<file path="config.mk">
export PLATFORM = sky130hd
export DESIGN_NAME = signal_sequencer
export DESIGN_NICKNAME = d
export VERILOG_FILES = /design/src/rtl/signal_sequencer.sv
export SDC_FILE = /design/constraint.sdc
export NUM_CORES = 1
export LEC_CHECK = 0
export BUFFER_PORTS_ARGS = -buffer_cell sky130_fd_sc_hd__buf_2
export CAP_MARGIN = 20
export CORE_MARGIN = 8
export CORE_UTILIZATION = 40
export DETAILED_ROUTE_END_ITERATION = 12
export PLACE_DENSITY = 0.63
export SETUP_SLACK_MARGIN = 0.4
export SLEW_MARGIN = 20
export SYNTH_ARGS = -nofsm -noshare
export SYNTH_HDL_FRONTEND = slang
export SYNTH_SLANG_ARGS = --single-unit
export TNS_END_PERCENT = 10
</file>
<file path="constraint.sdc">
create_clock -name clk_i -period 4.5 [get_ports clk_i]
set_clock_uncertainty 0.2 [all_clocks]
set_input_delay 0.45 -clock clk_i [delete_from_list [all_inputs] [get_ports clk_i]]
set_output_delay 0.45 -clock clk_i [all_outputs]
set_load 0.01 [all_outputs]
</file>
<file path="src/rtl/signal_sequencer.sv">
`default_nettype none
// ============================================================================
// Module   : signal_sequencer
// Brief    : Walks a ROM of {last, repeat, control} words and holds each
//            control vector for repeat+1 non-stalled cycles. Defining
//            SIG_SEQ_LOOP_EN adds loop_i to restart at the base address.
// Revision : 1.0
// ============================================================================

module signal_sequencer #(
    parameter int  ROM_SIG_WIDTH   = 10,
    parameter int  SIG_ADDRS_WIDTH = 10,
    parameter int  REP_WIDTH       = 3,
    localparam int CTRL_WIDTH      = ROM_SIG_WIDTH - 1 - REP_WIDTH
) (
    input  logic                       clk_i,
    input  logic                       rst_n_i,
    input  logic                       start_i,
    input  logic [SIG_ADDRS_WIDTH-1:0] base_addr_i,
    input  logic                       stall_i,
`ifdef SIG_SEQ_LOOP_EN
    input  logic                       loop_i,
`endif
    output logic [SIG_ADDRS_WIDTH-1:0] addrs_rom_signal_o,
    output logic                       rd_rom_signals_ld_o,
    input  logic [ROM_SIG_WIDTH-1:0]   rom_signals_data_i,
    output logic [CTRL_WIDTH-1:0]      signals_o,
    output logic                       sig_valid_o,
    output logic                       busy_o,
    output logic                       done_o
);

    typedef enum logic [1:0] {
        S_IDLE  = 2'd0,
        S_FETCH = 2'd1,
        S_RUN   = 2'd2,
        S_DONE  = 2'd3
    } state_t;

    state_t                     r_state;
    logic [SIG_ADDRS_WIDTH-1:0] r_addr;
    logic [REP_WIDTH-1:0]       r_rep_cnt;
    logic                       r_last_q;

    logic                       w_word_last;
    logic [REP_WIDTH-1:0]       w_word_rep;
    logic [CTRL_WIDTH-1:0]      w_word_ctrl;
    logic                       w_rep_zero;
    logic                       w_reload;
    logic                       w_fetch;
    logic [SIG_ADDRS_WIDTH-1:0] w_rd_addr;

    assign w_word_last = rom_signals_data_i[ROM_SIG_WIDTH-1];
    assign w_word_rep  = rom_signals_data_i[ROM_SIG_WIDTH-2 -: REP_WIDTH];
    assign w_word_ctrl = rom_signals_data_i[CTRL_WIDTH-1:0];
    assign w_rep_zero  = (r_rep_cnt == '0);

`ifdef SIG_SEQ_LOOP_EN
    logic [SIG_ADDRS_WIDTH-1:0] r_base;

    // Looping presents the base address combinationally so the reload
    // costs no bubble cycle.
    assign w_reload  = (r_state == S_RUN) && w_rep_zero && r_last_q && loop_i;
    assign w_rd_addr = w_reload ? r_base : r_addr;

    always_ff @(posedge clk_i or negedge rst_n_i) begin
        if (!rst_n_i) begin
            r_base <= '0;
        end else if ((r_state == S_IDLE) && start_i) begin
            r_base <= base_addr_i;
        end
    end
`else
    assign w_reload  = 1'b0;
    assign w_rd_addr = r_addr;
`endif

    assign w_fetch = !stall_i &&
                     ((r_state == S_FETCH) ||
                      ((r_state == S_RUN) && w_rep_zero && (!r_last_q || w_reload)));

    assign rd_rom_signals_ld_o = w_fetch;
    assign addrs_rom_signal_o  = w_rd_addr;

    always_ff @(posedge clk_i or negedge rst_n_i) begin
        if (!rst_n_i) begin
            r_state     <= S_IDLE;
            r_addr      <= '0;
            r_rep_cnt   <= '0;
            r_last_q    <= 1'b0;
            signals_o   <= '0;
            sig_valid_o <= 1'b0;
            busy_o      <= 1'b0;
            done_o      <= 1'b0;
        end else begin
            case (r_state)
                S_IDLE: begin
                    done_o <= 1'b0;
                    if (start_i) begin
                        r_addr  <= base_addr_i;
                        busy_o  <= 1'b1;
                        r_state <= S_FETCH;
                    end
                end
                S_FETCH, S_RUN: begin
                    if (w_fetch) begin
                        signals_o   <= w_word_ctrl;
                        r_rep_cnt   <= w_word_rep;
                        r_last_q    <= w_word_last;
                        sig_valid_o <= 1'b1;
                        r_addr      <= w_rd_addr + SIG_ADDRS_WIDTH'(1);
                        r_state     <= S_RUN;
                    end else if (!stall_i && (r_state == S_RUN)) begin
                        if (!w_rep_zero) begin
                            r_rep_cnt <= r_rep_cnt - REP_WIDTH'(1);
                        end else begin
                            sig_valid_o <= 1'b0;
                            busy_o      <= 1'b0;
                            done_o      <= 1'b1;
                            r_state     <= S_DONE;
                        end
                    end
                end
                S_DONE: begin
                    done_o  <= 1'b0;
                    r_state <= S_IDLE;
                end
                default: r_state <= S_IDLE;
            endcase
        end
    end

endmodule

`default_nettype wire

</file>
Word-level counts from Yosys, hierarchy flattened:

Index checks and enable logic that the tools add are counted.

* bits in registers: 25
* bits of input ports: 24
* output and inout bits: 20
* logic and storage cells: 63

* add/sub/neg operators: 2
* equality and inequality tests: 11
* mux-type cells: 21
* reductions and logical operators: 21

Operators by type and width (number)
* $mux W10: 2
* $pmux W10 S2: 1
* $reduce_and A3 Y1: 5
* $ne A2 B2 Y1 const B: 6
* $add A10 B1 Y10 const B: 1
* $mux W3: 3
* $mux W1: 8
* $mux W2: 4
* $ne A3 B3 Y1 const B: 2
* $pmux W2 S3: 1
* $reduce_bool A2 Y1: 3
* $reduce_and A5 Y1: 1
* $eq A2 B2 Y1 const B: 2
* $logic_and A1 B1 Y1: 4
* $pmux W1 S2: 2
* $reduce_or A2 Y1: 2
* $logic_not A3 Y1: 1
* $sub A3 B1 Y3 const B: 1
* $eq A2 B1 Y1 const B: 1
* $logic_not A1 Y1: 2
* $logic_not A2 Y1: 1
* $reduce_and A2 Y1: 1
* $logic_or A1 B1 Y1: 1

Logic depth before layout (Yosys ltp):

* depth after elaboration: 7
* mapped depth: 8
* depth with buffers taken out: 7

Worst setup path before layout:

Ideal clock, no wire load.

* kind: register to register
* start point: register r_state[0]
* end point: register r_addr[9] (netlist: addrs_rom_signal_o[9])
* library setup time: 136 ps
* data arrival time: 1724 ps
* required time: 4164 ps
* path slack: 2440 ps
* cell stages (with the launch flop): 8
* path buffers: 1
* period minus slack after synthesis: 2060 ps
* cells stage by stage: dfrtp_1 inv_1 ha_1 or3b_4 o21a_4 buf_6 o31ai_1 a211oi_1

* word-level cells in the longest chain between the ends: 7
* elaborated cells on any way between the ends: 13
* classes of those cells: eq/ne: 4; mux: 1; reduce/logical: 8

RTL lines
* start, declared: RTL line 40 `state_t r_state;`
* start signal, assigned: RTL line 87 `r_state <= S_IDLE;`
* start signal, assigned: RTL line 102 `r_state <= S_FETCH;`
* start signal, assigned: RTL line 112 `r_state <= S_RUN;`
* $eq A2 B2 Y1: RTL line 80, 96
* $logic_and A1 B1 Y1 (2 in series): RTL line 80 `((r_state == S_RUN) && w_rep_zero && (!r_last_q || w_reload)));`
* $logic_or A1 B1 Y1: RTL line 79 `((r_state == S_FETCH) ||`
* $logic_and A1 B1 Y1: RTL line 78 `assign w_fetch = !stall_i &&`
* $ne A2 B2 Y1 (no line)
* $reduce_and A3 Y1 (no line)
* end signal, assigned: RTL line 100 `r_addr <= base_addr_i;`
* end signal, assigned: RTL line 111 `r_addr <= w_rd_addr + SIG_ADDRS_WIDTH'(1);`
* end, declared: RTL line 41 `logic [SIG_ADDRS_WIDTH-1:0] r_addr;`

Parallel ways exist; a longest one is shown, timed or not.
A chain may end at the register's enable or synchronous reset.

Worst setup path in the final report:

Same ends and word-level chain as after synthesis.

==> results by stage <==
Outcome:
- The run finished with clean final reports.

Placement:
- The port buffer count is 43.
- Detailed placement finished with a half-perimeter wire length of 2760 um.
- The final weighted congestion of routability-driven global placement is approximately 0.83.

Route:
- The count of nets left with antenna violations once routing finished came out at 0.
- The detailed-route wire length is 3720 um.
- Before antenna repair, the detailed router went through 4 iterations.
- In this run, the number of DRC markers left after iteration 0 of detailed routing was 75.
- After detailed routing, the number of vias per cell comes to roughly 5.5.
- The DRC violation count after routing is 0.
- After detailed routing, the average wire length per cell comes to 15.2 um.
- The final route contains 1332 vias.

Timing:
- Setup violations remaining at the end of the flow were counted as 0.
- For the pin with the worst max-slew slack, the measured transition is 0.782 ns.
- The final critical delay including setup and external delays is 2.81 ns.
- Setup repair after global routing left no endpoint under its margin.
- The worst path uses 62.4% of the clock period.
- The setup TNS is 0 ns.
- The max-slew violation total from the final report was 0.
- The worst pin sits at a relative slew slack of 47.9%.
- The achievable frequency is about 0.36 GHz.
- The hold violation total from the final report came to 0.

Setup path:
- The largest individual stage delay along the critical path comes from the cell sky130_fd_sc_hd__ha_1.
- In this design, the largest share of critical-path delay is due to adder cells.
- The setup path with the least slack is of type reg2reg.
- The largest incremental delay on the critical path is 0.80 ns.
- STA puts the critical path data arrival time at 2.75 ns.
- The worst register-to-register path has a depth of 6.
- Walking the worst path, the cells encountered are inv_1, ha_1, or3b_4, o21a_4, a21oi_4, a211oi_1.
- The number of buffers and inverters on the critical path is 1.
- The count of cell instances traversed by the critical path is 6.
- The peak fanout along the critical path is 29.
- The launching point of the worst reg2reg path is r_state[0].
- The worst reg-to-reg setup slack is between 1.5 and 2 ns.
- The reg-to-reg critical path endpoint is addrs_rom_signal_o[9].
- The critical path launch point type is a register.
- For the worst setup path, the data required time is 4.45 ns.
- STA classifies the critical path endpoint as a register.

Pwr:
- The leakage power total is 0.849 nW.
- The analysis attributes to net switching a power of slightly above 0.0006 W.
- Of the total power, combinational logic draws roughly 57%.
- Sequential cells account for 32.2% of the total power.
- The power per standard cell area is approximately 740 mW/mm2.
- Net switching is 45.7% of the power.
- After layout, the design draws a total of 0.00133 W.
- The peak supply drop is 0.283 mV.
- The clock group share of total power is 10.4%.
- Cell internal power was estimated by the tool at 0.000721 W.

Logic synthesis:
- The total standard cell area after synthesis is 0.00149 mm2.
- The cell count after synthesis came out at 153.
- By area, the combinational part of the netlist is dominated by compound AO/OA/AOI/OAI gates.
- Of the total synthesized cell area, the portion taken by XOR and XNOR cells is 0%.
- Of the synthesized area, sequential elements account for 42.0%.
- Summing the areas of all and, or, nand and nor instances in the mapped netlist gives 15.0% of the synthesized area.
- The portion of synthesized area spent on multiplexers is about 8.4%.
- For this run, asynchronously set or reset flops after synthesis account for 100%.
- The post-synthesis sequential element count is 25.
- The mean cell area of the mapped netlist is 9.73 um2.
- Among all flip-flop cells after synthesis, the most frequent one is sky130_fd_sc_hd__dfrtp_1.
- The number of nets in the synthesized netlist is 184.
- During synthesis, Yosys emitted a total of 0 warnings.
- Summing the areas of all fa, ha and maj instances in the mapped netlist gives under 10% of the synthesized area.
- The compound-gate portion of the synthesized area is 24.0%.
- The post-synthesis cell type count is 43.
- Yosys mapped a number of flops with a built-in enable equal to 0.

Clock tree:
- The H-tree level count is 1.
- The clock passes through at most 2 buffers.
- The number of resized instances in the post-cts repair step is 0.
- The clock tree from TritonCTS is done.
- The clock tree root buffer cell is sky130_fd_sc_hd__clkbuf_8.
- Buffers inserted during clock tree synthesis total 3.
- Counting every sink on the clock net gives 25.
- The clock-pin slew on the worst setup and hold paths is 0.10 ns.
- The clock latency at the later pin of the worst-skew pair is 0.27 ns.

Floorplanning:
- In this run the count of I/O pins placed on the die edge is 44.
- The die extent in x is around 77 um.
- The vertical die dimension is 77.0 um.
- After floorplanning, the core was divided into 22 placement rows.
- The die covers 0.00593 mm2.
- The starting utilization of the core area is 41.0%.
- The region available for standard cell placement spans 0.00363 mm2.

GRT:
- The first global-routing pass estimated 6270 um of wire.
- The number of global-route vias before repair is 1363.
- The initial antenna violation count is 0.
- The largest net degree at the start of global routing is 30.
- The overall track demand over capacity in global routing is 12.3%.
- The remaining global-route overflow is 0.

Finish:
- In the layout the commonest cells are sky130_fd_sc_hd__buf_2 (43), sky130_fd_sc_hd__dfrtp_1 (25), sky130_fd_sc_hd__a21oi_1 (18).
- Of the cells placed in the final design, the portion with a size suffix greater than 1 is 29.6%.
- The layout net count is 228.
- The most common library cell in the layout ignoring fill and taps is sky130_fd_sc_hd__buf_2.
- The final cell utilization of the core is 49.4%.
- The relative area change from synthesis to final layout is 20.6%.
- The number of antenna diodes in the final layout is 0.

Hold path:
- The launch instance of the worst min-delay path is rom_signals_data_i[4].
- Along the worst hold path, the cell count comes to 2.
- The worst hold path terminates at signals_o[4].
- The type of the tightest min-delay check is in2reg.

Run:
- The tool flagged a number of max-cap violations equal to 0.
state kept, by name (all words and copies together), names as in the netlist:
name                flops
addrs_rom_signal_o     10
sig_valid_o             1
r_state                 2
done_o                  1
signals_o               6
busy_o                  1
r_last_q                1
r_rep_cnt               3
worst max-delay path by stage:
stage                     startpoint               endpoint  slack, ns
final                     r_state[0]  addrs_rom_signal_o[9]       1.69
after CTS                 r_state[0]  addrs_rom_signal_o[9]       1.69
after global routing      r_state[0]  addrs_rom_signal_o[1]       1.52
after global placement    r_state[0]  addrs_rom_signal_o[9]       1.77
after detailed placement  r_state[1]  addrs_rom_signal_o[9]       1.70
after floorplan           r_state[0]  addrs_rom_signal_o[9]       2.44
cell usage after synthesis (all sizes together), types with 2 or more instances:
master	count	share of area (%)
o211ai	2	1.3
o21a	2	1.5
nand2b	6	2.5
ha	7	5.9
o22ai	2	0.84
inv	11	2.8
nand3b	2	1.0
buf	3	1.3
mux2i	2	1.3
nand2	6	1.5
nand4	2	0.84
a31oi	4	1.7
nand3	9	3.0
o21ai	13	4.4
nor2	6	1.5
nor3	2	0.67
clkbuf	2	0.50
mux2	7	7.1
a21oi	19	7.1
a21o	2	1.0
or3	3	1.3
dfrtp	25	42
per-stage QoR:
| stage | instance area [um2] | std cells | setup WS, ns | hold slack (ns) |
|---|---|---|---|---|
| floorplan | 1490 | 153 | 2.44 | -0.0456 |
| global placement | 1740 | 239 | 1.77 | 0.272 |
| detailed placement | 1740 | 239 | 1.70 | 0.276 |
| CTS | 1800 | 244 | 1.69 | 0.200 |
| global route | 1800 | 244 | 1.52 | 0.196 |
| finish | 1800 | 244 | 1.69 | 0.203 |
timing repair:
action / 4_1_cts / 5_1_grt
hold endpoints to repair: 25 / 0
setup buffers: 0 / 0
endpoints found under the setup margin: 0 / 0
hold buffers: 1 / 0
layer usage:
| layer | global-route usage [%] | wire length, um |
|---|---|---|
| met5 | 0 | 0 |
| met1 | 16.2 | 1810 |
| met2 | 18.8 | 1580 |
| met4 | 3.40 | 34 |
| met3 | 4.08 | 297 |
power groups by stage:
stage	registers, W	clock network [W]	logic (W)
6_report	0.000428	0.000138	0.000761
5_1_grt	0.000444	0.000153	0.000854
4_1_cts	0.000426	0.000142	0.000768
3_5_place_dp	0.000429	0	0.000764
3_3_place_gp	0.000425	0	0.000749
2_1_floorplan	0.000446	0	0.000534
cells by family (layout without fill, tap and decap cells):
family,Yosys count,in the layout
mux,9,9
compound gates,55,55
flops,25,25
buf+inv,16,59
fa+ha+maj,7,7
simple gates,41,41
worst register-to-register path: cells and delay by family, from the launching register on:
family / cells / cell delay [ns]
adders and majority gates: 1 / 0.80
and+or+nand+nor: 1 / 0.49
buffers and inverters: 1 / 0.09
DFF: 1 / 0.39
AOI/OAI and AO/OA: 3 / 0.71
area by class of cell:
type	count	area [um2]
fill	359	1840
multi-input combinational	112	795
sequential	25	626
timing repair buffer	44	225
tap	48	60.1
clock buffer	3	41.3
inverter	11	41.3
clock inverter	1	7.51
(Power assumes the default switching activity.)
